File: src/rtl/rv_decode_stage.sv
// ---------------------------------------------------------------------------
// fe_pkg / rv_decode_stage
//
// Purpose:
//   Front-end RV32I / RV32IM instruction decode stage.
//   - Raw instruction words arrive with their PC over a valid/ready handshake.
//   - Each word is decoded combinationally into register addresses, a
//     sign-extended immediate, the opcode and a mnemonic, and the result is
//     pushed into a small circular queue.
//   - The queue lets fetch keep running while the consumer stalls.
//   - flush empties the queue when fetch is redirected.
//
// Parameters:
//   XLEN        datapath width (32 or 64), sizes PC and immediate
//   QUEUE_DEPTH buffered entries, power of two, >= 2
//   EN_M        1 = decode RV32M, 0 = RV32M encodings are illegal
//
// Ports:
//   clk, rst                 rising-edge clock, async active-high reset
//   flush                    drop every queued entry (beats push and pop)
//   in_valid/in_ready        input handshake; in_ready = occupancy < depth
//   in_instr, in_pc          raw instruction word and its PC
//   out_valid/out_ready      output handshake on the head entry
//   out_pc, out_rs1, out_rs2, out_rd, out_imm, out_opcode, out_mnemonic,
//   out_illegal              head entry fields, all zero / NULL when empty
//   occupancy                number of entries currently held
// ---------------------------------------------------------------------------

package fe_pkg;

    typedef enum logic [6:0] {
        OPC_LOAD     = 7'b0000011,
        OPC_MISC_MEM = 7'b0001111,
        OPC_OP_IMM   = 7'b0010011,
        OPC_AUIPC    = 7'b0010111,
        OPC_STORE    = 7'b0100011,
        OPC_OP       = 7'b0110011,
        OPC_LUI      = 7'b0110111,
        OPC_BRANCH   = 7'b1100011,
        OPC_JALR     = 7'b1100111,
        OPC_JAL      = 7'b1101111,
        OPC_SYSTEM   = 7'b1110011
    } RV32I_OPCODE_t;

    typedef logic [4:0] RV32I_REGISTER_t;

    // NULL is encoded as zero so an empty output reads as all-zero.
    typedef enum logic [5:0] {
        NULL = 6'd0,
        LUI, AUIPC, JAL, JALR,
        BEQ, BNE, BLT, BGE, BLTU, BGEU,
        LB, LH, LW, LBU, LHU,
        SB, SH, SW,
        ADDI, SLTI, SLTIU, XORI, ORI, ANDI, SLLI, SRLI, SRAI,
        ADD, SUB, SLL, SLT, SLTU, XOR, SRL, SRA, OR, AND,
        FENCE, ECALL, EBREAK,
        MUL, MULH, MULHSU, MULHU, DIV, DIVU, REM, REMU
    } RV32I_INSTRUCTION_MNEMONIC_t;

endpackage

module rv_decode_stage
    import fe_pkg::*;
#(
    parameter int unsigned XLEN        = 32,
    parameter int unsigned QUEUE_DEPTH = 2,
    parameter bit          EN_M        = 1'b1
) (
    input  logic                                 clk,
    input  logic                                 rst,
    input  logic                                 flush,
    input  logic                                 in_valid,
    output logic                                 in_ready,
    input  logic [31:0]                          in_instr,
    input  logic [XLEN-1:0]                      in_pc,
    output logic                                 out_valid,
    input  logic                                 out_ready,
    output logic [XLEN-1:0]                      out_pc,
    output RV32I_REGISTER_t                      out_rs1,
    output RV32I_REGISTER_t                      out_rs2,
    output RV32I_REGISTER_t                      out_rd,
    output logic [XLEN-1:0]                      out_imm,
    output RV32I_OPCODE_t                        out_opcode,
    output RV32I_INSTRUCTION_MNEMONIC_t          out_mnemonic,
    output logic                                 out_illegal,
    output logic [$clog2(QUEUE_DEPTH+1)-1:0]     occupancy
);

    localparam int unsigned PTR_W = $clog2(QUEUE_DEPTH);
    localparam int unsigned CNT_W = $clog2(QUEUE_DEPTH + 1);

    typedef struct packed {
        logic [XLEN-1:0]             pc;
        RV32I_REGISTER_t             rs1;
        RV32I_REGISTER_t             rs2;
        RV32I_REGISTER_t             rd;
        logic [XLEN-1:0]             imm;
        RV32I_OPCODE_t               opcode;
        RV32I_INSTRUCTION_MNEMONIC_t mnemonic;
        logic                        illegal;
    } entry_t;

    // -----------------------------------------------------------------------
    // Combinational decode of the incoming word
    // -----------------------------------------------------------------------
    logic [6:0]  opc;
    logic [2:0]  funct3;
    logic [6:0]  funct7;
    logic [31:0] imm_i;
    logic [31:0] imm_s;
    logic [31:0] imm_b;
    logic [31:0] imm_u;
    logic [31:0] imm_j;

    assign opc    = in_instr[6:0];
    assign funct3 = in_instr[14:12];
    assign funct7 = in_instr[31:25];

    assign imm_i = {{20{in_instr[31]}}, in_instr[31:20]};
    assign imm_s = {{20{in_instr[31]}}, in_instr[31:25], in_instr[11:7]};
    assign imm_b = {{19{in_instr[31]}}, in_instr[31], in_instr[7],
                    in_instr[30:25], in_instr[11:8], 1'b0};
    assign imm_u = {in_instr[31:12], 12'b0};
    assign imm_j = {{11{in_instr[31]}}, in_instr[31], in_instr[19:12],
                    in_instr[20], in_instr[30:21], 1'b0};

    RV32I_INSTRUCTION_MNEMONIC_t dec_mnemonic;
    logic                        use_rs1;
    logic                        use_rs2;
    logic                        use_rd;
    logic [31:0]                 dec_imm32;
    logic                        dec_legal;
    entry_t                      new_entry;

    // Every legal encoding gets a mnemonic other than NULL, so legality is
    // simply "a mnemonic was found". Anything that falls through stays NULL.
    always_comb begin
        dec_mnemonic = NULL;
        use_rs1      = 1'b0;
        use_rs2      = 1'b0;
        use_rd       = 1'b0;
        dec_imm32    = '0;
        if (in_instr[1:0] == 2'b11) begin
            case (opc)
                OPC_LUI: begin
                    dec_mnemonic = LUI;
                    use_rd       = 1'b1;
                    dec_imm32    = imm_u;
                end
                OPC_AUIPC: begin
                    dec_mnemonic = AUIPC;
                    use_rd       = 1'b1;
                    dec_imm32    = imm_u;
                end
                OPC_JAL: begin
                    dec_mnemonic = JAL;
                    use_rd       = 1'b1;
                    dec_imm32    = imm_j;
                end
                OPC_JALR: begin
                    use_rs1   = 1'b1;
                    use_rd    = 1'b1;
                    dec_imm32 = imm_i;
                    if (funct3 == 3'd0) dec_mnemonic = JALR;
                end
                OPC_BRANCH: begin
                    use_rs1   = 1'b1;
                    use_rs2   = 1'b1;
                    dec_imm32 = imm_b;
                    case (funct3)
                        3'd0:    dec_mnemonic = BEQ;
                        3'd1:    dec_mnemonic = BNE;
                        3'd4:    dec_mnemonic = BLT;
                        3'd5:    dec_mnemonic = BGE;
                        3'd6:    dec_mnemonic = BLTU;
                        3'd7:    dec_mnemonic = BGEU;
                        default: dec_mnemonic = NULL;
                    endcase
                end
                OPC_LOAD: begin
                    use_rs1   = 1'b1;
                    use_rd    = 1'b1;
                    dec_imm32 = imm_i;
                    case (funct3)
                        3'd0:    dec_mnemonic = LB;
                        3'd1:    dec_mnemonic = LH;
                        3'd2:    dec_mnemonic = LW;
                        3'd4:    dec_mnemonic = LBU;
                        3'd5:    dec_mnemonic = LHU;
                        default: dec_mnemonic = NULL;
                    endcase
                end
                OPC_STORE: begin
                    use_rs1   = 1'b1;
                    use_rs2   = 1'b1;
                    dec_imm32 = imm_s;
                    case (funct3)
                        3'd0:    dec_mnemonic = SB;
                        3'd1:    dec_mnemonic = SH;
                        3'd2:    dec_mnemonic = SW;
                        default: dec_mnemonic = NULL;
                    endcase
                end
                OPC_OP_IMM: begin
                    use_rs1   = 1'b1;
                    use_rd    = 1'b1;
                    dec_imm32 = imm_i;
                    // Shift-immediates reuse the top imm bits as a funct7 field.
                    case (funct3)
                        3'd0: dec_mnemonic = ADDI;
                        3'd2: dec_mnemonic = SLTI;
                        3'd3: dec_mnemonic = SLTIU;
                        3'd4: dec_mnemonic = XORI;
                        3'd6: dec_mnemonic = ORI;
                        3'd7: dec_mnemonic = ANDI;
                        3'd1: if (funct7 == 7'b0000000) dec_mnemonic = SLLI;
                        3'd5: begin
                            if (funct7 == 7'b0000000)      dec_mnemonic = SRLI;
                            else if (funct7 == 7'b0100000) dec_mnemonic = SRAI;
                        end
                        default: dec_mnemonic = NULL;
                    endcase
                end
                OPC_OP: begin
                    use_rs1 = 1'b1;
                    use_rs2 = 1'b1;
                    use_rd  = 1'b1;
                    case (funct7)
                        7'b0000000: begin
                            case (funct3)
                                3'd0:    dec_mnemonic = ADD;
                                3'd1:    dec_mnemonic = SLL;
                                3'd2:    dec_mnemonic = SLT;
                                3'd3:    dec_mnemonic = SLTU;
                                3'd4:    dec_mnemonic = XOR;
                                3'd5:    dec_mnemonic = SRL;
                                3'd6:    dec_mnemonic = OR;
                                default: dec_mnemonic = AND;
                            endcase
                        end
                        7'b0100000: begin
                            if (funct3 == 3'd0)      dec_mnemonic = SUB;
                            else if (funct3 == 3'd5) dec_mnemonic = SRA;
                        end
                        7'b0000001: begin
                            if (EN_M) begin
                                case (funct3)
                                    3'd0:    dec_mnemonic = MUL;
                                    3'd1:    dec_mnemonic = MULH;
                                    3'd2:    dec_mnemonic = MULHSU;
                                    3'd3:    dec_mnemonic = MULHU;
                                    3'd4:    dec_mnemonic = DIV;
                                    3'd5:    dec_mnemonic = DIVU;
                                    3'd6:    dec_mnemonic = REM;
                                    default: dec_mnemonic = REMU;
                                endcase
                            end
                        end
                        default: dec_mnemonic = NULL;
                    endcase
                end
                OPC_MISC_MEM: begin
                    use_rs1   = 1'b1;
                    use_rd    = 1'b1;
                    dec_imm32 = imm_i;
                    if (funct3 == 3'd0) dec_mnemonic = FENCE;
                end
                OPC_SYSTEM: begin
                    // Only the two exact ECALL / EBREAK words are accepted.
                    use_rs1   = 1'b1;
                    use_rd    = 1'b1;
                    dec_imm32 = imm_i;
                    if (in_instr == 32'h0000_0073)      dec_mnemonic = ECALL;
                    else if (in_instr == 32'h0010_0073) dec_mnemonic = EBREAK;
                end
                default: dec_mnemonic = NULL;
            endcase
        end
    end

    assign dec_legal = (dec_mnemonic != NULL);

    // Illegal words keep only opcode and PC; everything else is zeroed.
    always_comb begin
        new_entry          = '0;
        new_entry.pc       = in_pc;
        new_entry.opcode   = RV32I_OPCODE_t'(in_instr[6:0]);
        new_entry.mnemonic = dec_mnemonic;
        new_entry.illegal  = !dec_legal;
        if (dec_legal) begin
            new_entry.rs1 = use_rs1 ? in_instr[19:15] : 5'd0;
            new_entry.rs2 = use_rs2 ? in_instr[24:20] : 5'd0;
            new_entry.rd  = use_rd  ? in_instr[11:7]  : 5'd0;
            new_entry.imm = XLEN'($signed(dec_imm32));
        end
    end

    // -----------------------------------------------------------------------
    // Circular queue control
    // -----------------------------------------------------------------------
    logic [PTR_W-1:0] wr_ptr_q, wr_ptr_d;
    logic [PTR_W-1:0] rd_ptr_q, rd_ptr_d;
    logic [CNT_W-1:0] count_q,  count_d;
    logic             push;
    logic             pop;
    entry_t           mem_q [QUEUE_DEPTH];
    entry_t           head;

    // in_ready depends on registered count only, so out_ready never reaches
    // it combinationally; a pop while full frees space one cycle later.
    assign in_ready  = (count_q < CNT_W'(QUEUE_DEPTH));
    assign out_valid = (count_q != '0);
    assign push      = in_valid && in_ready;
    assign pop       = out_valid && out_ready;
    assign occupancy = count_q;

    // Next-state for pointers and count. Depth is a power of two, so the
    // pointers wrap modulo depth by plain overflow. Flush wins over both.
    always_comb begin
        wr_ptr_d = wr_ptr_q;
        rd_ptr_d = rd_ptr_q;
        count_d  = count_q;
        if (flush) begin
            wr_ptr_d = '0;
            rd_ptr_d = '0;
            count_d  = '0;
        end else begin
            if (push) wr_ptr_d = wr_ptr_q + PTR_W'(1);
            if (pop)  rd_ptr_d = rd_ptr_q + PTR_W'(1);
            if (push && !pop)      count_d = count_q + CNT_W'(1);
            else if (pop && !push) count_d = count_q - CNT_W'(1);
        end
    end

    always_ff @(posedge clk or posedge rst) begin
        if (rst) begin
            wr_ptr_q <= '0;
            rd_ptr_q <= '0;
            count_q  <= '0;
        end else begin
            wr_ptr_q <= wr_ptr_d;
            rd_ptr_q <= rd_ptr_d;
            count_q  <= count_d;
        end
    end

    // Storage needs no reset: a slot is only visible once count covers it.
    // A non-full queue never writes the head slot, so a stalled head holds.
    always_ff @(posedge clk) begin
        if (push && !flush) begin
            mem_q[wr_ptr_q] <= new_entry;
        end
    end

    // -----------------------------------------------------------------------
    // Output side: head entry, forced to zero / NULL while empty
    // -----------------------------------------------------------------------
    assign head = mem_q[rd_ptr_q];

    always_comb begin
        out_pc       = '0;
        out_rs1      = '0;
        out_rs2      = '0;
        out_rd       = '0;
        out_imm      = '0;
        out_opcode   = RV32I_OPCODE_t'(7'd0);
        out_mnemonic = NULL;
        out_illegal  = 1'b0;
        if (out_valid) begin
            out_pc       = head.pc;
            out_rs1      = head.rs1;
            out_rs2      = head.rs2;
            out_rd       = head.rd;
            out_imm      = head.imm;
            out_opcode   = head.opcode;
            out_mnemonic = head.mnemonic;
            out_illegal  = head.illegal;
        end
    end

endmodule

File: config.mk
export PLATFORM = sky130hd
export DESIGN_NAME = rv_decode_stage
export DESIGN_NICKNAME = d
export VERILOG_FILES = /design/src/rtl/rv_decode_stage.sv
export SDC_FILE = /design/constraint.sdc
export NUM_CORES = 1
export LEC_CHECK = 0
export ABC_AREA = 1
export CORE_ASPECT_RATIO = 2
export CORE_MARGIN = 3
export CORE_UTILIZATION = 57
export DETAILED_ROUTE_END_ITERATION = 8
export HOLD_SLACK_MARGIN = 0.05
export PLACE_DENSITY = 0.93
export SYNTH_ARGS = -nofsm -noshare
export SYNTH_HDL_FRONTEND = slang
export SYNTH_SLANG_ARGS = --single-unit
File: constraint.sdc
create_clock -name clk -period 8.5 [get_ports clk]
set_clock_uncertainty 0.1 [all_clocks]
set_input_delay 1.7 -clock clk [delete_from_list [all_inputs] [get_ports clk]]
set_output_delay 1.7 -clock clk [all_outputs]
set_load 0.01 [all_outputs]
==> results.md, run 1 <==
- Result of the run: complete, no violations
- Global-route total usage across every layer: 0.306
- Reg2reg path depth: 6
- Standard-cell rows: 63
- WL met3: approximately 1700 um
- Via count of the first global-routing pass: between 7,000 and 8,000
- Portion of the post-synthesis area used by sequential elements: 0.643
- Routed wl met2: 14,300 um
- Arrival time reported for the critical path endpoint: 3.34 ns
- Setup TNS: 0 ns
- # nets final: ~1,100
- Largest family of logic cells by synthesized area: simple AND/OR/NAND/NOR gates
- Final Total Pwr: 2.90 mW
- Pin count of the biggest net entering global routing: 95
- Hold Path Stages: 1
- Sequential power share: 0.390
- CP Launch Type: register
- DR DRC count: 0
- Post-synth net total: 949
- Number of antenna violations at the first check in global routing: 0
- Placed cells: 1,206
- Fraction of power consumed by the clock network: 0.282
- Setup repair after global routing missed its margin: no
- Boundary Pins: about 170
- Synth warn: 0
- Worst-Skew Late Latency: 0.44 ns
- Bufs on Longest Clock Path: 2
- Number of max-slew violations in the final report: 0
- Share of cell area taken by muxes after synthesis: 0
- Final setup violation count: 0
- Fraction of the cycle the final worst path needs: 0.604
- Number of synthesized flops with an enable pin: 186
- Synth top cells by count: 287 x sky130_fd_sc_hd__nand2_1, 186 x sky130_fd_sc_hd__edfxtp_1, 108 x sky130_fd_sc_hd__a21oi_1, 87 x sky130_fd_sc_hd__nor2_1, 45 x sky130_fd_sc_hd__inv_1
- Number of max-cap violations: 0
- Syn-to-layout area delta: 26.9%
- Cells resized by post-CTS repair: 0
- Reg-to-reg endpoint: mem_q[0][31]
- Clk sinks: 190
- Most used flip-flop cell after synthesis: sky130_fd_sc_hd__edfxtp_1
- Half-perimeter wire length after placement: about 17,000 um
- Detailed-router iteration count before antenna repair: 7
- Top metal layer carrying routed signals: met4
- Final worst path period need: roughly 5.1 ns
- Final worst-path setup slack: 3.36 ns
- Via density per instance: 5.70
- Total inserted antenna cells: 0
- 1st-iter DRT viols: 716
- Yosys reg bits: between 150 and 200
- Number of hold buffers added after CTS: 0
- Final std cells w/o fill: 1,238
- Starting Density: 0.590
- I/O Buffers: 165
- Share of flip-flops with an asynchronous set or reset: 0.0211
- CTS root buffer: sky130_fd_sc_hd__clkbuf_16
- Synth cell types: 28
- Int Power: 1.96 mW
- Cell count after synthesis: 880
- Area of the core region: about 15,000 sq um
- Number of buffers added by the clock tree synthesis step: 17
- Worst reg2reg startpoint: occupancy[1]
- Proportion of layout cells with a drive suffix above 1: 0.102
- Share of the synthesized area in compound gates (AO/OA/AOI/OAI): 0.0746
- Remaining antenna violation count after routing: 0
- Mapped cell area: 8840 sq um
- Total routed wirelength: 25,500 um
- Share of synthesized cell area in full adder, half adder and majority cells: 0
- H-tree Lvls: 4
- Count of final hold-check violations: 0
- Highest net fanout along the worst path: 72
- Remaining Overflow, GRT: 0
- Die Span Y: 182 um
- Tightest Hold Check Type: reg2reg
- Most frequently used cell type in the post-synthesis netlist: sky130_fd_sc_hd__nand2_1
- Most area-consuming cells after synthesis: sky130_fd_sc_hd__edfxtp_1 63%, sky130_fd_sc_hd__nand2_1 12%, sky130_fd_sc_hd__a21oi_1 6.1%
- Place WS: 3.22 ns
- Wire length of the first global-routing pass: 38,600 um
- Number of buffers inserted to repair setup after CTS: 0
- Xor/xnor cell area share of the yosys netlist: 0
- Simple-Gate Fraction of Synth Area: 0.233
- Critical hold path startpoint: occupancy[0]
- Slew at the pin closest to its max-slew limit: 1.07 ns
- IR Drop Worst-Case VDD: 191 uV
- Synth area leader: sky130_fd_sc_hd__edfxtp_1
- Post-detailed-route wirelength per cell: 20.6 um
- Reported leakage power: 4.29 nW
- Endpoint type of the worst setup path: output port
- Top achievable clock speed: 195 MHz
- Met1 Wirelength: 7780 um
- Clock tree from TritonCTS: built
- Data required time at the worst endpoint: 6.70 ns
- Gate power share: 0.327
- Total number of vias: 7,060
- Sw Ratio: 0.324
- Endpoint with the worst hold slack: occupancy[0]
- Reg-to-reg slack, setup: approximately 5.5 ns
- Total Die Area: 17,100 sq um
- Mean cell area of the mapped netlist: between 10 and 15 sq um
- Clock Pin Slew Worst Setup and Hold Paths: 0.07 ns
- P_sw: 0.939 mW
- RePlAce Congestion: 1.06
- Die width: ~94 um
- Area share of the leading cell type in the synthesized netlist: 0.632
- Path type of the worst setup path: reg2out
- Power per Cell Area: around 260 nW/um^2
- Headroom to the max-slew limit: 0.290
[state kept, by name (all words and copies together), names as in the netlist]
register and count:
mem_q 186, occupancy 2, rd_ptr_q 1, wr_ptr_q 1
[cell usage in the layout, fill, tap and decap left out, types with 5 or more instances in the layout]
cell and instances:
sky130_fd_sc_hd__a21oi_1 108, sky130_fd_sc_hd__buf_4 6, sky130_fd_sc_hd__clkbuf_16 17, sky130_fd_sc_hd__clkdlybuf4s50_1 165, sky130_fd_sc_hd__edfxtp_1 186, sky130_fd_sc_hd__inv_1 45
sky130_fd_sc_hd__inv_2 14, sky130_fd_sc_hd__nand2_1 287, sky130_fd_sc_hd__nand2_2 8, sky130_fd_sc_hd__nand3_1 33, sky130_fd_sc_hd__nand4_1 5, sky130_fd_sc_hd__nor2_1 84
sky130_fd_sc_hd__nor2_2 11, sky130_fd_sc_hd__nor2_4 26, sky130_fd_sc_hd__o21ai_0 11
[power by group through the flow]
stage               clock network [mW]  logic, mW  registers, mW
CTS                              0.825      0.949           1.13
floorplan                            0      0.437           1.14
global route                     0.863       1.01           1.14
finish                           0.819      0.950           1.13
detailed placement                   0      0.936           1.15
global placement                     0      0.925           1.15
[worst max-delay path: stages, from the launching register on]
cell,delay [ns]
sky130_fd_sc_hd__dfrtp_2,0.64
sky130_fd_sc_hd__inv_2,0.44
sky130_fd_sc_hd__buf_4,0.68
sky130_fd_sc_hd__nand2_1,0.18
sky130_fd_sc_hd__a21oi_1,0.31
sky130_fd_sc_hd__clkdlybuf4s50_1,0.62
[worst max path at each step]
stage / from / end / slack, ns / depth (start not counted)
after detailed placement: in_instr[14] / mem_q[0][59] / 3.22 / 13
final: rd_ptr_q / out_imm[23] / 3.36 / 5
after floorplan: in_valid / mem_q[0][0] / 2.07 / 4
after global routing: rd_ptr_q / out_imm[3] / 3.26 / 5
after CTS: rd_ptr_q / out_imm[23] / 3.35 / 5
after global placement: in_instr[14] / mem_q[0][24] / 3.20 / 13
[per-stage QoR]
step | hold slack [ns] | cell area [sq um] | utilization
5_1_grt | 0.525 | 11200 | 0.749
3_3_place_gp | 0.453 | 10600 | 0.707
6_report | 0.510 | 11200 | 0.749
4_1_cts | 0.510 | 11200 | 0.749
3_5_place_dp | 0.497 | 10600 | 0.707
2_1_floorplan | 0.381 | 8840 | -
[cell type report]
cell class | instances | area [sq um]
Timing Repair Buffer | 171 | 1700
Inverter | 60 | 228
Tap cell | 195 | 244
Multi-Input combinational cell | 590 | 2740
Clock inverter | 15 | 198
Clock buffer | 17 | 425
Sequential cell | 190 | 5690
Fill cell | 948 | 3760
[layer usage]
| layer | GRT usage | up-vias |
|---|---|---|
| met5 | 0 | - |
| li1 | - | 3239 |
| met4 | 0.189 | 0 |
| met1 | 0.301 | 3291 |
| met2 | 0.568 | 422 |
| met3 | 0.0557 | 108 |
[kinds of logic (layout without fill, tap and decap cells)]
| group | count (synthesis) | after routing |
|---|---|---|
| AND/OR/NAND/NOR | 462 | 462 |
| AO/OA/AOI/OAI | 128 | 128 |
| flip-flops | 190 | 190 |
| buffers and inverters | 100 | 263 |
Note: power is estimated with default switching activity, not from simulation.
==> run 2: changes to the inputs <==
--- a/config.mk
+++ b/config.mk
@@ -8,10 +8,10 @@
 export ABC_AREA = 1
 export CORE_ASPECT_RATIO = 2
 export CORE_MARGIN = 3
-export CORE_UTILIZATION = 57
+export CORE_UTILIZATION = 47
 export DETAILED_ROUTE_END_ITERATION = 8
 export HOLD_SLACK_MARGIN = 0.05
-export PLACE_DENSITY = 0.93
+export PLACE_DENSITY = 0.83
 export SYNTH_ARGS = -nofsm -noshare
 export SYNTH_HDL_FRONTEND = slang
 export SYNTH_SLANG_ARGS = --single-unit
==> constraint.sdc (replaced) <==
create_clock -name clk -period 4.11 [get_ports clk]
set_clock_uncertainty 0.1 [all_clocks]
set_input_delay 0.822 -clock clk [delete_from_list [all_inputs] [get_ports clk]]
set_output_delay 0.822 -clock clk [all_outputs]
set_load 0.01 [all_outputs]
==> run 2 against run 1 <==
  * Sequential share of layout area fell by 0.54 points
  * Power rose by 110%
  * Non-clock buffer count rose by 12
==> results.md, run 2 (synthesis gave the netlist of run 1 again) <==
- Pin count of the biggest net entering global routing: 62 (-35%)
- Tightest Hold Check Type: in2async
- Setup TNS: 0 ns (unchanged)
- Total number of vias: 6,875 (-2.6%)
- Footprint of the flip-flops and latches: 5690 sq um (unchanged)
- Number of max-slew violations in the final report: 0 (unchanged)
- Worst-case hold slack: 0.476 ns (-0.0342 ns)
- Remaining Overflow, GRT: 0 (unchanged)
- Endpoint type of the worst setup path: output port
- Proportion of layout cells with a drive suffix above 1: 0.109 (+0.00748)
- RePlAce Congestion: 0.970 (-8.1%)
- Wire length of the first global-routing pass: 37,200 um (-3.7%)
- Sequential power share: 0.392 (+0.002)
- Final std cells w/o fill: 1,270 (+2.6%)
- Final worst-path setup slack: 0.495 ns (-2.87 ns)
- DR DRC count: 0 (unchanged)
- Result of the run: complete, no violations
- 1st-iter DRT viols: 396 (-45%)
- Total Die Area: 20,600 sq um (+20%)
- Via density per instance: 5.41 (-5.1%)
- Critical path, cell by cell: inv_2 -> buf_12 -> nand2_1 -> a21oi_1 -> clkdlybuf4s50_1
- Number of hold buffers added after CTS: 0 (unchanged)
- IR Drop Worst-Case VDD: 342 uV (+79%)
- Starting Density: 0.481 (-0.110)
- Total inserted antenna cells: 0 (unchanged)
- Final Total Pwr: 5.95 mW (+110%)
- Worst-Skew Late Latency: 0.42 ns (-0.02 ns)
- Filler Cell Count: 1,481 (+56%)
- Number of max-cap violations: 0 (unchanged)
- Placed cells: 1,239 (+2.7%)
- H-tree Lvls: 4 (unchanged)
- Int Power: 4.09 mW (+110%)
- I/O Buffers: 165 (unchanged)
- Bufs on Longest Clock Path: 2 (unchanged)
- Clk sinks: 190 (unchanged)
- CP Launch Type: register
- Top achievable clock speed: roughly 280 MHz
- Place WS: 0.311 ns (-2.91 ns)
- Reg2reg path depth: 10 (+4)
- Combined area of the multi-input logic cells: 2740 sq um (unchanged)
- Data required time at the worst endpoint: 3.19 ns (-3.51 ns)
- Slew at the pin closest to its max-slew limit: 0.823 ns (-0.242 ns)
- Number of buffers inserted to repair setup after CTS: 0 (unchanged)
- Half-perimeter wire length after placement: 18,600 um (+7.2%)
- Largest register by flop count: mem_q
- Max FFs per register: 186 (unchanged)
- Final setup violation count: 0 (unchanged)
- Via count of the first global-routing pass: 6,929 (-4.6%)
- Cells resized by post-CTS repair: 0 (unchanged)
- Headroom to the max-slew limit: 0.451 (+0.161)
- Boundary Pins: 166 (unchanged)
- Die width: 103 um (+9.5%)
- Setup repair after global routing missed its margin: no
- Area post-placement: 10,800 sq um (+1.7%)
- Worst path max stage delay: 0.62 ns (-0.06 ns)
- Remaining antenna violation count after routing: 0 (unchanged)
- Number of antenna violations at the first check in global routing: 0 (unchanged)
- # nets final: 1,111 (+1.1%)
- Clock Pin Slew Worst Setup and Hold Paths: 0.07 ns (about the same)
- Commonest non-fill, non-tap cells in the layout: 287 x sky130_fd_sc_hd__nand2_1, 186 x sky130_fd_sc_hd__edfxtp_1, 165 x sky130_fd_sc_hd__clkdlybuf4s50_1, 108 x sky130_fd_sc_hd__a21oi_1, 84 x sky130_fd_sc_hd__nor2_1
- Worst-path cell with the longest stage delay: sky130_fd_sc_hd__dfrtp_2
- Area of the core region: 18,400 sq um (+23%)
- Count of final hold-check violations: 0 (unchanged)
- Total routed wirelength: 24,600 um (-3.4%)
- Arrival time reported for the critical path endpoint: 2.69 ns (-0.65 ns)
- Syn-to-layout area delta: 28.2%
- Reported leakage power: 4.36 nW (+1.6%)
- Number of buffers added by the clock tree synthesis step: 17 (unchanged)
- Power per Cell Area: 525 nW/um^2 (+100%)
- P_sw: 1.87 mW (+99%)
- Post-detailed-route wirelength per cell: 19.4 um (-5.9%)
- Detailed-router iteration count before antenna repair: 8 (+1)
- Gate power share: 0.342 (+0.015)
- Fraction of the cycle the final worst path needs: 0.880
- Die Span Y: 200 um (+9.8%)
- Leading cell type in the layout, fill and taps excluded: sky130_fd_sc_hd__nand2_1
- Sw Ratio: 0.314 (-0.00993)
- Standard-cell rows: 70 (+11%)
- Final worst path period need: 3.62 ns
- CTS root buffer: sky130_fd_sc_hd__clkbuf_16
- Global-route total usage across every layer: 0.243 (-0.0628)
- Final design instance area without fill: 11,300 sq um (+1.1%)
- Util after Layout: 0.616 (-0.132)
- Clock tree from TritonCTS: built
- Highest net fanout along the worst path: 44 (-39%)
- Path type of the worst setup path: reg2out
- Fraction of power consumed by the clock network: 0.265 (-0.017)
==> run 2: power by group through the flow <==
stage               clock network [mW]  logic, mW  registers [mW]
finish                            1.58       2.04            2.34
global route                      1.68       2.20            2.35
CTS                               1.60       2.06            2.34
detailed placement                   0       2.05            2.38
global placement                     0       2.02            2.37
floorplan                            0      0.903            2.36
==> run 2: worst paths after layout <==
path                              startpoint       endpoint  slack, ns
worst max-delay path                rd_ptr_q  out_opcode[4]       0.49
worst max register to register  occupancy[0]   occupancy[0]       1.87
min in group clk                occupancy[0]   occupancy[0]       0.50
worst min register to register  occupancy[0]   occupancy[0]       0.50
worst min-delay path                     rst   occupancy[0]       0.48
max in group asynchronous                rst       rd_ptr_q       3.26
==> run 2: cell type report <==
cell class | instances | area share
sequential | 190 | 0.502
inverter | 60 | 0.0201
clock inverter | 14 | 0.0124
timing repair buffer | 183 | 0.163
multi-input combinational | 590 | 0.241
tap | 216 | 0.0238
clock buffer | 17 | 0.0375
==> run 2: critical path, delay by kind of cell, from the launching register on <==
| family | cells | cell delay [ns] |
|---|---|---|
| buffers and inverters | 3 | 1.33 |
| AO/OA/AOI/OAI | 1 | 0.23 |
| flip-flops | 1 | 0.62 |
| AND/OR/NAND/NOR | 1 | 0.08 |
==> run 2: routing by layer <==
metal  track usage  wire length, um  up-vias
li1              -                -     3267
met1         0.235             7780     3287
met2         0.470            14400      250
met3        0.0327             1080       71
met4         0.140             1390        0
met5             0                0        -
